**src/rtl/mips_pkg.sv**
```systemverilog
// Shared definitions for the execute stage: ALU op encodings, FSM states,
// the control/data bundle captured when a multiply starts, and the
// combinational ALU and branch helpers.
package mips_pkg;

  localparam int XLEN = 32;

  typedef enum logic [2:0] {
    ALU_AND = 3'b000,
    ALU_OR  = 3'b001,
    ALU_ADD = 3'b010,
    ALU_MUL = 3'b011,
    ALU_NOR = 3'b100,
    ALU_XOR = 3'b101,
    ALU_SUB = 3'b110,
    ALU_SLT = 3'b111
  } alu_op_e;

  typedef enum logic {
    ST_IDLE     = 1'b0,
    ST_MUL_BUSY = 1'b1
  } ex_state_e;

  // Everything except the product that the EX/MEM bundle needs once a
  // multiply finishes; captured on the cycle the multiply is accepted.
  typedef struct packed {
    logic            we;
    logic [1:0]      mem;
    logic [XLEN-1:0] store_data;
    logic [4:0]      dest;
    logic [XLEN-1:0] target;
  } ex_hold_t;

  // Single-cycle ALU. MUL is produced by the iterative multiplier, so it
  // yields zero here and is never selected for the output on its own.
  function automatic logic [XLEN-1:0] alu_eval(input alu_op_e op,
                                               input logic [XLEN-1:0] a,
                                               input logic [XLEN-1:0] b);
    logic [XLEN-1:0] r;
    r = '0;
    case (op)
      ALU_AND: r = a & b;
      ALU_OR:  r = a | b;
      ALU_ADD: r = a + b;
      ALU_SUB: r = a - b;
      ALU_SLT: r = ($signed(a) < $signed(b)) ? 32'd1 : 32'd0;
      ALU_NOR: r = ~(a | b);
      ALU_XOR: r = a ^ b;
      ALU_MUL: r = '0;
    endcase
    return r;
  endfunction

  // Word offset scaled to bytes and added to PC+4; carry out is dropped.
  function automatic logic [XLEN-1:0] branch_calc(input logic [XLEN-1:0] pc,
                                                  input logic [XLEN-1:0] offset);
    return pc + {offset[XLEN-3:0], 2'b00};
  endfunction

endpackage

```
**src/rtl/ex_stage_if.sv**
```systemverilog
// ID/EX input bundle, upstream stall, and EX/MEM output bundle of the
// execute stage. The stage itself uses the slave view; whatever feeds it
// (decode stage or a bench) uses the master view.
interface ex_stage_if;

  // ID/EX bundle
  logic        in_valid;
  logic [31:0] PC_pass;
  logic        we_control;
  logic [1:0]  mem_control;
  logic [2:0]  exe_control_alu;
  logic        alu_src;
  logic        reg_dst;
  logic [31:0] reg_1;
  logic [31:0] reg_2;
  logic [31:0] sign_ext;
  logic [4:0]  rt;
  logic [4:0]  rd;

  // back-pressure towards decode
  logic        stall;

  // EX/MEM bundle
  logic        out_valid;
  logic        we_out;
  logic [1:0]  mem_out;
  logic [31:0] alu_result;
  logic [31:0] store_data;
  logic [4:0]  dest_reg;
  logic [31:0] branch_target;
  logic        zero;

  modport master (
    output in_valid, PC_pass, we_control, mem_control, exe_control_alu,
           alu_src, reg_dst, reg_1, reg_2, sign_ext, rt, rd,
    input  stall,
    input  out_valid, we_out, mem_out, alu_result, store_data, dest_reg,
           branch_target, zero
  );

  modport slave (
    input  in_valid, PC_pass, we_control, mem_control, exe_control_alu,
           alu_src, reg_dst, reg_1, reg_2, sign_ext, rt, rd,
    output stall,
    output out_valid, we_out, mem_out, alu_result, store_data, dest_reg,
           branch_target, zero
  );

endinterface

```
**src/rtl/ex_stage_seq_mul.sv**
```systemverilog
// Iterative shift-add multiplier: one partial-product step per cycle,
// low XLEN bits of the unsigned product. 'start' loads the operands;
// 'done' is high during the cycle whose edge completes the final step,
// with 'product' already showing the finished value in that cycle.
module seq_mul
  import mips_pkg::*;
#(
  parameter int ITERATIONS = 32
) (
  input  logic            clk,
  input  logic            rst_n,
  input  logic            start,
  input  logic [XLEN-1:0] a,
  input  logic [XLEN-1:0] b,
  output logic            done,
  output logic [XLEN-1:0] product
);

  localparam int CW = $clog2(ITERATIONS + 1);

  logic [XLEN-1:0] mcand_reg;
  logic [XLEN-1:0] mplier_reg;
  logic [XLEN-1:0] acc_reg;
  logic [XLEN-1:0] acc_next;
  logic [CW-1:0]   cnt_reg;
  logic            busy_reg;
  logic            last_iter;

  // Add the shifted multiplicand when the current multiplier bit is set.
  assign acc_next  = mplier_reg[0] ? (acc_reg + mcand_reg) : acc_reg;
  assign last_iter = busy_reg && (cnt_reg == CW'(ITERATIONS - 1));
  assign done      = last_iter;
  assign product   = acc_next;

  // Operand load on start, then one shift-add step per busy cycle.
  always_ff @(posedge clk or negedge rst_n) begin
    if (!rst_n) begin
      mcand_reg  <= '0;
      mplier_reg <= '0;
      acc_reg    <= '0;
      cnt_reg    <= '0;
      busy_reg   <= 1'b0;
    end else if (start) begin
      mcand_reg  <= a;
      mplier_reg <= b;
      acc_reg    <= '0;
      cnt_reg    <= '0;
      busy_reg   <= 1'b1;
    end else if (busy_reg) begin
      acc_reg    <= acc_next;
      mcand_reg  <= mcand_reg << 1;
      mplier_reg <= mplier_reg >> 1;
      if (last_iter) begin
        cnt_reg  <= '0;
        busy_reg <= 1'b0;
      end else begin
        cnt_reg  <= cnt_reg + 1'b1;
      end
    end
  end

endmodule

```
**src/rtl/ex_stage.sv**
```systemverilog
// MIPS-style execute stage. Single-cycle ALU ops pass straight into the
// EX/MEM register; MUL hands off to the iterative multiplier, stalls
// decode until the product is ready and emits bubbles meanwhile.
module ex_stage
  import mips_pkg::*;
#(
  parameter int MUL_CYCLES = 32
) (
  input  logic    clk,
  input  logic    rst_n,
  ex_stage_if.slave bus
);

  ex_state_e       state_reg;
  ex_state_e       state_next;

  logic [XLEN-1:0] op_b;
  logic [XLEN-1:0] alu_value;
  logic [XLEN-1:0] branch_value;
  logic [4:0]      dest_value;
  logic            is_mul;

  logic            stall_comb;
  logic            mul_start;
  logic            load_direct;
  logic            load_mul;

  logic            mul_done;
  logic [XLEN-1:0] mul_product;
  ex_hold_t        hold_reg;

  logic            valid_reg;
  logic            we_reg;
  logic [1:0]      mem_reg;
  logic [XLEN-1:0] result_reg;
  logic [XLEN-1:0] store_reg;
  logic [4:0]      dest_sel_reg;
  logic [XLEN-1:0] target_reg;
  logic            zero_reg;

  // Operand select and the purely combinational parts of the datapath.
  assign op_b         = bus.alu_src ? bus.sign_ext : bus.reg_2;
  assign alu_value    = alu_eval(alu_op_e'(bus.exe_control_alu), bus.reg_1, op_b);
  assign branch_value = branch_calc(bus.PC_pass, bus.sign_ext);
  assign dest_value   = bus.reg_dst ? bus.rd : bus.rt;
  assign is_mul       = (bus.exe_control_alu == ALU_MUL);

  seq_mul #(
    .ITERATIONS (MUL_CYCLES)
  ) u_seq_mul (
    .clk     (clk),
    .rst_n   (rst_n),
    .start   (mul_start),
    .a       (bus.reg_1),
    .b       (op_b),
    .done    (mul_done),
    .product (mul_product)
  );

  // FSM state register.
  always_ff @(posedge clk or negedge rst_n) begin
    if (!rst_n) begin
      state_reg <= ST_IDLE;
    end else begin
      state_reg <= state_next;
    end
  end

  // FSM next state: leave IDLE only for a valid MUL, return when the
  // multiplier finishes its last step.
  always_comb begin
    state_next = state_reg;
    case (state_reg)
      ST_IDLE:     if (bus.in_valid && is_mul) state_next = ST_MUL_BUSY;
      ST_MUL_BUSY: if (mul_done)               state_next = ST_IDLE;
      default:     state_next = ST_IDLE;
    endcase
  end

  // FSM outputs: stall covers the accepting IDLE cycle plus every busy
  // cycle, so decode keeps the MUL bundle steady until the product lands.
  always_comb begin
    stall_comb  = 1'b0;
    mul_start   = 1'b0;
    load_direct = 1'b0;
    load_mul    = 1'b0;
    case (state_reg)
      ST_IDLE: begin
        if (bus.in_valid && is_mul) begin
          stall_comb = 1'b1;
          mul_start  = 1'b1;
        end else if (bus.in_valid) begin
          load_direct = 1'b1;
        end
      end
      ST_MUL_BUSY: begin
        stall_comb = 1'b1;
        load_mul   = mul_done;
      end
      default: ;
    endcase
  end

  // Capture the non-product half of the MUL result so later input
  // changes cannot leak into it.
  always_ff @(posedge clk or negedge rst_n) begin
    if (!rst_n) begin
      hold_reg <= '0;
    end else if (mul_start) begin
      hold_reg <= '{we:         bus.we_control,
                    mem:        bus.mem_control,
                    store_data: bus.reg_2,
                    dest:       dest_value,
                    target:     branch_value};
    end
  end

  // EX/MEM register: direct ALU result, finished product, or a bubble.
  always_ff @(posedge clk or negedge rst_n) begin
    if (!rst_n) begin
      valid_reg    <= 1'b0;
      we_reg       <= 1'b0;
      mem_reg      <= 2'b00;
      result_reg   <= '0;
      store_reg    <= '0;
      dest_sel_reg <= '0;
      target_reg   <= '0;
      zero_reg     <= 1'b0;
    end else if (load_direct) begin
      valid_reg    <= 1'b1;
      we_reg       <= bus.we_control;
      mem_reg      <= bus.mem_control;
      result_reg   <= alu_value;
      store_reg    <= bus.reg_2;
      dest_sel_reg <= dest_value;
      target_reg   <= branch_value;
      zero_reg     <= (alu_value == '0);
    end else if (load_mul) begin
      valid_reg    <= 1'b1;
      we_reg       <= hold_reg.we;
      mem_reg      <= hold_reg.mem;
      result_reg   <= mul_product;
      store_reg    <= hold_reg.store_data;
      dest_sel_reg <= hold_reg.dest;
      target_reg   <= hold_reg.target;
      zero_reg     <= (mul_product == '0);
    end else begin
      valid_reg    <= 1'b0;
      we_reg       <= 1'b0;
      mem_reg      <= 2'b00;
    end
  end

  assign bus.stall         = stall_comb;
  assign bus.out_valid     = valid_reg;
  assign bus.we_out        = we_reg;
  assign bus.mem_out       = mem_reg;
  assign bus.alu_result    = result_reg;
  assign bus.store_data    = store_reg;
  assign bus.dest_reg      = dest_sel_reg;
  assign bus.branch_target = target_reg;
  assign bus.zero          = zero_reg;

endmodule

```
**src/flat_wrapper.sv**
```systemverilog
// flat-port wrapper written by rule: the top's interface ports become plain ports
module ex_stage_flat import mips_pkg::*;
#(
  parameter int MUL_CYCLES = 32
)
  (clk, rst_n, bus_in_valid, bus_PC_pass, bus_we_control, bus_mem_control, bus_exe_control_alu, bus_alu_src, bus_reg_dst, bus_reg_1, bus_reg_2, bus_sign_ext, bus_rt, bus_rd, bus_stall, bus_out_valid, bus_we_out, bus_mem_out, bus_alu_result, bus_store_data, bus_dest_reg, bus_branch_target, bus_zero);
  ex_stage_if bus_i ();
  input  logic clk;
  input  logic rst_n;
  input wire logic [$bits(bus_i.in_valid)-1:0] bus_in_valid;
  input wire logic [$bits(bus_i.PC_pass)-1:0] bus_PC_pass;
  input wire logic [$bits(bus_i.we_control)-1:0] bus_we_control;
  input wire logic [$bits(bus_i.mem_control)-1:0] bus_mem_control;
  input wire logic [$bits(bus_i.exe_control_alu)-1:0] bus_exe_control_alu;
  input wire logic [$bits(bus_i.alu_src)-1:0] bus_alu_src;
  input wire logic [$bits(bus_i.reg_dst)-1:0] bus_reg_dst;
  input wire logic [$bits(bus_i.reg_1)-1:0] bus_reg_1;
  input wire logic [$bits(bus_i.reg_2)-1:0] bus_reg_2;
  input wire logic [$bits(bus_i.sign_ext)-1:0] bus_sign_ext;
  input wire logic [$bits(bus_i.rt)-1:0] bus_rt;
  input wire logic [$bits(bus_i.rd)-1:0] bus_rd;
  output wire logic [$bits(bus_i.stall)-1:0] bus_stall;
  output wire logic [$bits(bus_i.out_valid)-1:0] bus_out_valid;
  output wire logic [$bits(bus_i.we_out)-1:0] bus_we_out;
  output wire logic [$bits(bus_i.mem_out)-1:0] bus_mem_out;
  output wire logic [$bits(bus_i.alu_result)-1:0] bus_alu_result;
  output wire logic [$bits(bus_i.store_data)-1:0] bus_store_data;
  output wire logic [$bits(bus_i.dest_reg)-1:0] bus_dest_reg;
  output wire logic [$bits(bus_i.branch_target)-1:0] bus_branch_target;
  output wire logic [$bits(bus_i.zero)-1:0] bus_zero;
  assign bus_i.in_valid = bus_in_valid;
  assign bus_i.PC_pass = bus_PC_pass;
  assign bus_i.we_control = bus_we_control;
  assign bus_i.mem_control = bus_mem_control;
  assign bus_i.exe_control_alu = bus_exe_control_alu;
  assign bus_i.alu_src = bus_alu_src;
  assign bus_i.reg_dst = bus_reg_dst;
  assign bus_i.reg_1 = bus_reg_1;
  assign bus_i.reg_2 = bus_reg_2;
  assign bus_i.sign_ext = bus_sign_ext;
  assign bus_i.rt = bus_rt;
  assign bus_i.rd = bus_rd;
  assign bus_stall = bus_i.stall;
  assign bus_out_valid = bus_i.out_valid;
  assign bus_we_out = bus_i.we_out;
  assign bus_mem_out = bus_i.mem_out;
  assign bus_alu_result = bus_i.alu_result;
  assign bus_store_data = bus_i.store_data;
  assign bus_dest_reg = bus_i.dest_reg;
  assign bus_branch_target = bus_i.branch_target;
  assign bus_zero = bus_i.zero;
  ex_stage #(.MUL_CYCLES(MUL_CYCLES)) u_core (.clk(clk), .rst_n(rst_n), .bus(bus_i));
endmodule
```
**config.mk**
```make
export PLATFORM = sky130hd
export DESIGN_NAME = ex_stage_flat
export DESIGN_NICKNAME = d
export VERILOG_FILES = /design/src/rtl/mips_pkg.sv /design/src/rtl/ex_stage_if.sv /design/src/rtl/ex_stage_seq_mul.sv /design/src/rtl/ex_stage.sv /design/src/flat_wrapper.sv
export SDC_FILE = /design/constraint.sdc
export NUM_CORES = 1
export LEC_CHECK = 0
export CORE_ASPECT_RATIO = 0.7
export CORE_MARGIN = 5
export CORE_UTILIZATION = 36
export DETAILED_ROUTE_END_ITERATION = 8
export PLACE_DENSITY_LB_ADDON = 0.08
export SETUP_SLACK_MARGIN = 0.02
export SYNTH_ARGS = -nofsm -noshare
export SYNTH_HDL_FRONTEND = slang
export SYNTH_SLANG_ARGS = --single-unit
```
**constraint.sdc**
```tcl
create_clock -name clk -period 3.7 [get_ports clk]
set_input_delay 0.74 -clock clk [delete_from_list [all_inputs] [get_ports clk]]
set_output_delay 0.74 -clock clk [all_outputs]
set_load 0.03 [all_outputs]
```
## Word-level counts from Yosys, hierarchy flattened

Index checks and enable logic that the tools add are counted.

- Muxes and demuxes: 41
- $add $sub $neg: 5
- Equality and inequality tests: 8
- $lt $le $gt $ge: 1
- Reduce and logical (&&, ||, !) cells: 7
- Bitwise gates (word level): 5

Operator list:

| kind | count |
|---|---|
| 2-to-1 mux 32 bit | 14 |
| case mux 32 bit (8 select lines) | 1 |
| adder 32 bit | 3 |
| zero test 32 bit | 2 |
| AND 32 bit | 1 |
| < comparator 32 bit | 1 |
| inverter 32 bit | 1 |
| OR 32 bit | 1 |
| subtractor 32 bit | 1 |
| bitwise XOR 32 bit | 1 |
| 2-to-1 mux 6 bit | 3 |
| 2-to-1 mux 1 bit | 16 |
| 2-to-1 mux 5 bit | 3 |
| equality test 3 bit, second input constant | 4 |
| adder 6 x 1 -> 6 bit, second input constant | 1 |
| equality test 3 x 2 -> 1 bit, second input constant | 2 |
| equality test 6 x 5 -> 1 bit, second input constant | 1 |
| 2-to-1 mux 2 bit | 2 |
| case mux 1 bit (2 select lines) | 2 |
| nonzero test 2 bit | 2 |
| equality test 3 x 1 -> 1 bit, second input constant | 1 |
| zero test 3 bit | 1 |
| logical AND 1 bit | 2 |
| inverter 1 bit | 1 |

- Bits in registers: 282
- Input port bits: 149
- Logic and storage cells: 86

## Logic depth before layout (Yosys ltp)

Gate-level depths: netlist (run 1).

- Depth after elaboration: 6
- Depth in mapped cells: 18

## Cells and area by module

A second synthesis (run 1) with hierarchy kept.

- Cell total of the unflattened synthesis: 2,666
- Area total of the unflattened synthesis: 22,165.0 um^2

By module, submodules not included:

| module | area each (um^2) | times used | sequential area each (um^2) | cells an instance |
|---|---|---|---|---|
| ex_stage | 15,259.6 | 1 | 4,479.3 | 1,907 |
| seq_mul | 6,905.4 | 1 | 2,577.5 | 759 |

## Least setup slack after synthesis (run 1)

No wires, ideal clock.

- Path kind: input to register
- From: input port bus_alu_src
- To: register u_core.zero_reg (netlist: u_core.bus.zero)
- Arrival: 4,805 ps
- Stages: 17
- Setup time: 69 ps
- Slack: -1,174 ps
- Path buffers: 3
- Path through: clkbuf_1 -> buf_1 -> mux2i_1 -> ha_1 -> buf_6 -> a21o_4 -> a211oi_4 -> nand2_1 -> a311oi_4 -> o31ai_2 -> a221oi_2 -> mux2i_1 -> o32a_1 -> a2111o_1 -> a2111oi_2 -> nand4bb_1 -> nand3_1

- Word-level cells in the longest chain between the ends: 6
- Elaborated cells between the ends (all ways): 12
- Those cells by class: add/sub: 2; order compare: 1; mux: 4; bitwise: 4; reduce/logical: 1

RTL lines:

| what | RTL line | text |
|---|---|---|
| from (decl) | flat_wrapper.sv:15 | `input wire logic [$bits(bus_i.alu_src)-1:0] bus_alu_src;` |
| 2-to-1 mux 32 bit (*) | ex_stage.sv:42 | `assign op_b = bus.alu_src ? bus.sign_ext : bus.reg_2;` |
| < comparator 32 bit or OR 32 bit (tied branches) | mips_pkg.sv:46, mips_pkg.sv:43, mips_pkg.sv:47 |  |
| 2-to-1 mux 1 bit or inverter 32 bit (tied branches) | mips_pkg.sv:46, mips_pkg.sv:47 |  |
| case mux 32 bit (8 select lines) (*) | mips_pkg.sv:41 | `case (op)` |
| zero test 32 bit (*) | ex_stage.sv:137 | `zero_reg <= (alu_value == '0);` |
| 2-to-1 mux 1 bit (*) | ex_stage.sv:129 | `end else if (load_direct) begin` |
| to (signal assigned) | ex_stage.sv:137 |  |
| to (signal assigned) | ex_stage.sv:146 | `zero_reg <= (mul_product == '0);` |
| to (decl) | ex_stage.sv:39 | `logic zero_reg;` |

Mark *: on every way between the ends. The rest lies on a longest branch, timed or not.
A chain may end at the register's enable or synchronous reset.

## Worst setup path after layout (run 1)

Same ends and word-level chain as after synthesis.

==> impl_metrics.csv, run 1 <==
group,metric,value,unit
outcome,status,"complete, but fails checks",
outcome,failed_checks,"setup timing",
power,p_int,11.9,mW
route,ant_nets,0,
route,drt_iter0_drc,1906,
route,drt_wl_total,94700,um
power,powerDensity,649,nW/um2
timing,skew,33.1,ps
route,drc,0,
timing,max_slew_margin,28.3,%
clocking,tritoncts,"built",
timing,worst_slew_pin_slew,1080,ps
logic_synthesis,synth_top_cells_by_count,"nand2_1 (372), dfrtp_1 (282), nor2_1 (208), ha_1 (172), a21oi_1 (169)",
route,vias,22700,
setup_path,cp-end-kind,"register",
hold_path,hold_class,"input port to asynchronous set/reset pin",
power,power_frac_clock,17.8,%
power,power_frac_seq,26.8,%
clocking,cts_inserted_buffers,35,
setup_path,r2r_slack,-370,ps
clocking,clock-root-buffer,"clkbuf_16",
logic_synthesis,syn_inst,2536,
power,p_leak,15.0,nW
clocking,clk_latency,570,ps
timing,slew_viol_final,0,
power,power_switching,8.82,mW
power,power_frac_comb,55.4,%
setup_path,start_kind,"input port",
setup_path,worstPathMaxFanout,6,
logic_synthesis,ys_types,95,
global_route,first_global_vias,22100,
logic_synthesis,synthArstFlopShare,100,%
timing,clock.fmax,234,MHz
logic_synthesis,ys_seq_elements,282,
logic_synthesis,ys_warn_count,0,
setup_path,critPathArrivalTime,4770,ps
cells_and_area,fillerInstances,5396,
placement,gp_congestion,0.972,
cells_and_area,fin_nets,3672,
floorplan,initial_utilization,36.4,%
cells_and_area,drive_above_1_share,27.9,%
run,drv_cap,0,
placement,dpl.hpwl,73900,um
setup_path,required,4200,ps
timing,finalCritPeriodShare,116,%
cells_and_area,areaGrowthSynthToFinish,50.4,%
cells_and_area,largest_reg_flops,72,
clocking,h-tree-depth,2,
placement,io_buffer_count,255,
timing,hold_ws,140,ps
logic_synthesis,synth.avg_cell_area,8.37,um2
timing,setup_slack,-575,ps
logic_synthesis,yosysTopAreaCell,"dfrtp_1",
route,drt_first_pass_iters,8,
logic_synthesis,synth_nets,2861,
global_route,grt_pass1_wl,139000,um
cells_and_area,diodes,0,
global_route,grt_max_degree,112,
logic_synthesis,synth.cell_area,21200,um2
timing,setup_viol,10,
cells_and_area,multi_input_area,14300,um2
power,swShare,42.6,%
timing,hold_viol_final,0,
cells_and_area,final_cells,4134,
floorplan,die_area,64000,um2
placement,dp_cells,4025,
timing,rsz0062_at_grt,"true",
cells_and_area,seqCellArea,7070,um2
clocking,clockBufferDepth,3,
cells_and_area,fin_util,54.7,%
global_route,grt_usage,28.6,%
logic_synthesis,synth_edf_count,0,
clocking,cts_sinks,282,
route,wl_per_cell,22.9,um
clocking,clkTransAtPathRegs,70,ps
timing,period_minus_slack,4280,ps
floorplan,placeableCoreArea,58300,um2
floorplan,dieWidth,300,um
route,via_per_inst,5.49,
logic_synthesis,synth_top_area_share,33.2,%
floorplan,chipHeight,213,um
logic_synthesis,synth_ff_type,"dfrtp_1",
logic_synthesis,yosysSeqAreaShare,33.2,%
floorplan,row_count,74,
logic_synthesis,ys_top_cells_by_area,"dfrtp_1 (33%), ha_1 (10%), nand2_1 (6.6%)",
global_route,gr-total-overflow,0,
floorplan,ioPinCount,256,
logic_synthesis,synth_most_common_cell,"nand2_1",
global_route,antenna_found_initial,3,
power,peakVddDrop,0.000419,V
setup_path,criticalPathCategory,"input port to register",
==> worst paths after layout <==
| check | from | end | cells past startpoint |
|---|---|---|---|
| min in group clk | u_core.hold_reg[21] | u_core.hold_reg[21] | 2 |
| max reg2reg | u_core.u_seq_mul.mcand_reg[0] | u_core.bus.zero | 15 |
| min reg2reg | u_core.hold_reg[21] | u_core.hold_reg[21] | 2 |
| min | rst_n | u_core.u_seq_mul.acc_reg[4] | 1 |
| max in group asynchronous | rst_n | u_core.hold_reg[3] | 2 |
| max | bus_alu_src | u_core.bus.zero | 21 |
==> logic make-up after synthesis <==
logic type | share of synthesized area [%]
and+or+nand+nor | 17.9
AOI/OAI and AO/OA | 24.7
buffers and inverters | 5.28
DFF | 33.2
adders and majority gates | 10.5
muxes | 5.23
xor gates and xnor gates | 3.09
==> power by group through the flow <==
stage / clock (mW) / sequential [mW] / combinational (mW)
floorplan: 0 / 6.23 / 5.07
global placement: 0 / 5.51 / 10.8
detailed placement: 0 / 5.53 / 10.9
CTS: 3.76 / 5.52 / 11.3
global route: 3.89 / 5.73 / 12.4
finish: 3.68 / 5.55 / 11.5
==> metal layers <==
layer / up-vias / global-route usage, % / routed length [um]
li1: 10800 / - / -
met1: 11100 / 42.3 / 44800
met2: 743 / 41.1 / 39200
met3: 108 / 8.60 / 8560
met4: 4 / 6.28 / 2090
met5: - / 0 / 22
==> critical path, cell delays in order <==
cell,delay (ps)
buf_8,80
buf_12,140
buf_12,140
mux2i_4,260
buf_12,150
ha_4,190
nor2b_4,130
buf_6,110
or3_4,410
o21ai_4,170
buf_6,130
a311oi_4,90
buf_6,150
o41a_1,420
mux2i_1,180
a21oi_1,100
o22a_1,240
a2111o_1,450
a2111oi_4,240
nand4bb_1,140
nand3_1,100
==> stage by stage <==
stage          setup TNS, ps  instance area [um2]  total power, mW  worst slack [ps]
6_report               -2110                31900             20.7              -575
5_1_grt                -2790                31900             22.0              -728
4_1_cts                -1350                31600             20.6              -478
3_5_place_dp          -35880                29200             16.5             -1920
3_3_place_gp          -33810                29200             16.3             -1780
2_1_floorplan          -1350                21400             11.3              -506
==> placed cells by master, fill, tap and decap left out, types with 66 or more instances in the layout <==
| cell | Yosys | layout |
|---|---|---|
| a211oi_1 | 71 | 66 |
| a21oi_1 | 169 | 158 |
| buf_4 | 4 | 626 |
| clkdlybuf4s50_1 | 0 | 218 |
| dfrtp_1 | 282 | 276 |
| ha_1 | 172 | 137 |
| inv_1 | 127 | 120 |
| mux2i_1 | 103 | 86 |
| nand2_1 | 372 | 371 |
| nor2_1 | 208 | 204 |
| o21ai_0 | 120 | 112 |
==> final cells by class <==
| class | count | area share, % |
|---|---|---|
| sequential | 282 | 22.1 |
| tap | 760 | 2.98 |
| timing repair buffer | 930 | 24.8 |
| clock buffer | 41 | 2.88 |
| clock inverter | 23 | 0.952 |
| inverter | 131 | 1.55 |
| multi-input combinational | 1967 | 44.7 |
==> repair_timing <==
action,in CTS,in global routing
hold buffers,0,0
buffers inserted,40,12
pin swaps,65,32
setup endpoints to repair,29,22
gates resized for setup,218,59
(Power assumes the default switching activity.)
==> inputs of run 2 (changes only) <==
SETUP_SLACK_MARGIN = 0.2   (was 0.02)
==> run 2 against run 1 <==
  * The flow still finishes with violations (setup timing)
  * Via count increased by 2.7%
  * Flip-flop and latch count unchanged
  * Global-route usage increased by 0.98 points
  * Power increased by 0.70%
  * Setup slack got worse by 150 ps
  * Sequential share of layout area decreased by 0.57 points
  * Register-to-register slack got worse by 210 ps
  * Core utilization increased by 1.4 points
  * Non-clock buffer count increased by 55
  * Sequential power about the same
  * Largest cell class unchanged
  * Highest routed layer unchanged
==> impl_metrics.csv, run 2 (same netlist as run 1, synthesis figures left out) <==
group,metric,value,unit
outcome,status,"complete, but fails checks",
outcome,failed_checks,"setup timing",
setup_path,r2r_slack,-580,ps
timing,worst_slew_pin_slew,1190,ps
clocking,cts_inserted_buffers,31,
timing,final.setup.tns,-3350,ps
timing,hold_viol_final,0,
clocking,clkTransAtPathRegs,70,ps
setup_path,start_kind,"input port",
route,ant_nets,0,
global_route,grt_pass1_wl,145000,um
timing,slew_viol_final,0,
cells_and_area,drive_above_1_share,30.2,%
setup_path,path_cells,"buf_8 > buf_8 > mux2i_4 > buf_6 > inv_6 > ha_4 > inv_4 > fa_2 > buf_6 > xnor2_2 > a221oi_2 > o21ai_1 > a221oi_2 > o2111ai_2 > and4b_1 > nand4_1 > a2111oi_4 > nand4_1 > a2111oi_4 > buf_4 > nand4bb_1 > nand3_1",
cells_and_area,final_cell_mix,"buf_4 (661), nand2_1 (366), dfrtp_1 (276)",
hold_path,hold_class,"input port to asynchronous set/reset pin",
floorplan,ioPinCount,256,
global_route,grt_max_degree,92,
cells_and_area,largest_reg_flops,72,
placement,io_buffer_count,255,
setup_path,critPathArrivalTime,4970,ps
route,drt_wl_total,99300,um
setup_path,worstPathMaxFanout,3,
setup_path,cpPeakStageDelay,410,ps
timing,skew,14.9,ps
route,vias,23300,
clocking,clockBufferDepth,3,
power,powerDensity,637,nW/um2
timing,clock.fmax,226,MHz
global_route,grt_usage,29.5,%
global_route,first_global_vias,22500,
floorplan,row_count,74,
floorplan,chipHeight,213,um
floorplan,initial_utilization,36.4,%
timing,setup_slack,-730,ps
cells_and_area,layout_commonest_cell,"buf_4",
placement,gp_congestion,0.996,
clocking,cts_sinks,282,
clocking,clock-root-buffer,"clkbuf_16",
timing,finalCritPeriodShare,120,%
floorplan,die_area,64000,um2
route,via_per_inst,5.57,
power,p_leak,15.3,nW
global_route,gr-total-overflow,0,
cells_and_area,areaGrowthSynthToFinish,54.3,%
placement,dpl_cell_area,29400,um2
setup_path,criticalPathCategory,"input port to register",
route,drt_iter0_drc,2452,
cells_and_area,fin_nets,3723,
timing,rsz0062_at_grt,"true",
timing,max_slew_margin,20.7,%
clocking,tritoncts,"built",
clocking,h-tree-depth,1,
cells_and_area,fillerInstances,5429,
global_route,antenna_found_initial,7,
cells_and_area,fin_area,32800,um2
timing,period_minus_slack,4430,ps
placement,dpl.hpwl,76100,um
route,wl_per_cell,23.7,um
power,peakVddDrop,0.000420,V
setup_path,crit_slowest_cell,"a2111oi_4",
cells_and_area,fin_util,56.2,%
route,drt_first_pass_iters,6,
timing,setup_viol,12,
floorplan,placeableCoreArea,58300,um2
clocking,clk_latency,620,ps
route,drc,0,
run,drv_cap,0,
floorplan,dieWidth,300,um
setup_path,cp-end-kind,"register",
setup_path,required,4240,ps
==> run 2: metal layers <==
layer / GRT usage (%) / up-vias / wire, um
met4: 7.08 / 4 / 2560
met3: 7.20 / 143 / 8110
met2: 41.9 / 846 / 40900
met1: 45.0 / 11400 / 47700
met5: 0 / - / 20
li1: - / 10900 / -
==> run 2: path summary, 6_finish.rpt <==
path | start | endpoint | cells after the start
min in group clk | u_core.hold_reg[39] | u_core.hold_reg[39] | 2
max in group asynchronous | rst_n | u_core.u_seq_mul.busy_reg | 2
hold / removal | rst_n | u_core.u_seq_mul.acc_reg[6] | 1
setup reg to reg | u_core.u_seq_mul.acc_reg[0] | u_core.bus.zero | 16
hold reg to reg | u_core.hold_reg[39] | u_core.hold_reg[39] | 2
setup / recovery | bus_alu_src | u_core.bus.zero | 22
==> run 2: timing repair <==
item,4_1_cts,5_1_grt
buffers inserted,40,30
pin swaps,68,89
hold buffers,0,0
endpoints found under the setup margin,35,37
gates resized for setup,190,177
hold endpoints to repair,0,0
==> run 2: layout make-up <==
type                    instances  area (um2)  area share, %
multi-input cells            1967       14700           44.8
repair buffers                985        8450           25.8
flip-flops and latches        282        7070           21.6
well taps                     760         951           2.90
clock buffers                  44         905           2.76
inverters                     131         507           1.55
clock inverters                13         191          0.584
diodes                          2        5.00         0.0153
==> run 2: per-stage QoR <==
step	setup slack (ps)	instances	power [mW]	hold slack, ps
detailed placement	-1950	4055	16.5	463
floorplan	-506	2536	11.3	444
finish	-730	4184	20.9	92.7
CTS	-697	4152	20.4	158
global route	-770	4184	22.1	158
global placement	-1860	4055	16.3	458
==> run 2: report_power, final <==
part	leakage, nW	internal, mW	switching [mW]
clock network	0.532	1.98	1.43
logic	11.2	5.38	6.50
registers	3.51	4.49	1.07
==> run 2: critical path, delay by kind of cell <==
family                   cells  cell delay [ps]
adder cells (fa/ha/maj)      2              530
AND/OR/NAND/NOR              5              970
AO/OA/AOI/OAI                6             1620
multiplexers                 1              210
buffers and inverters        7              760
XOR/XNOR                     1              130
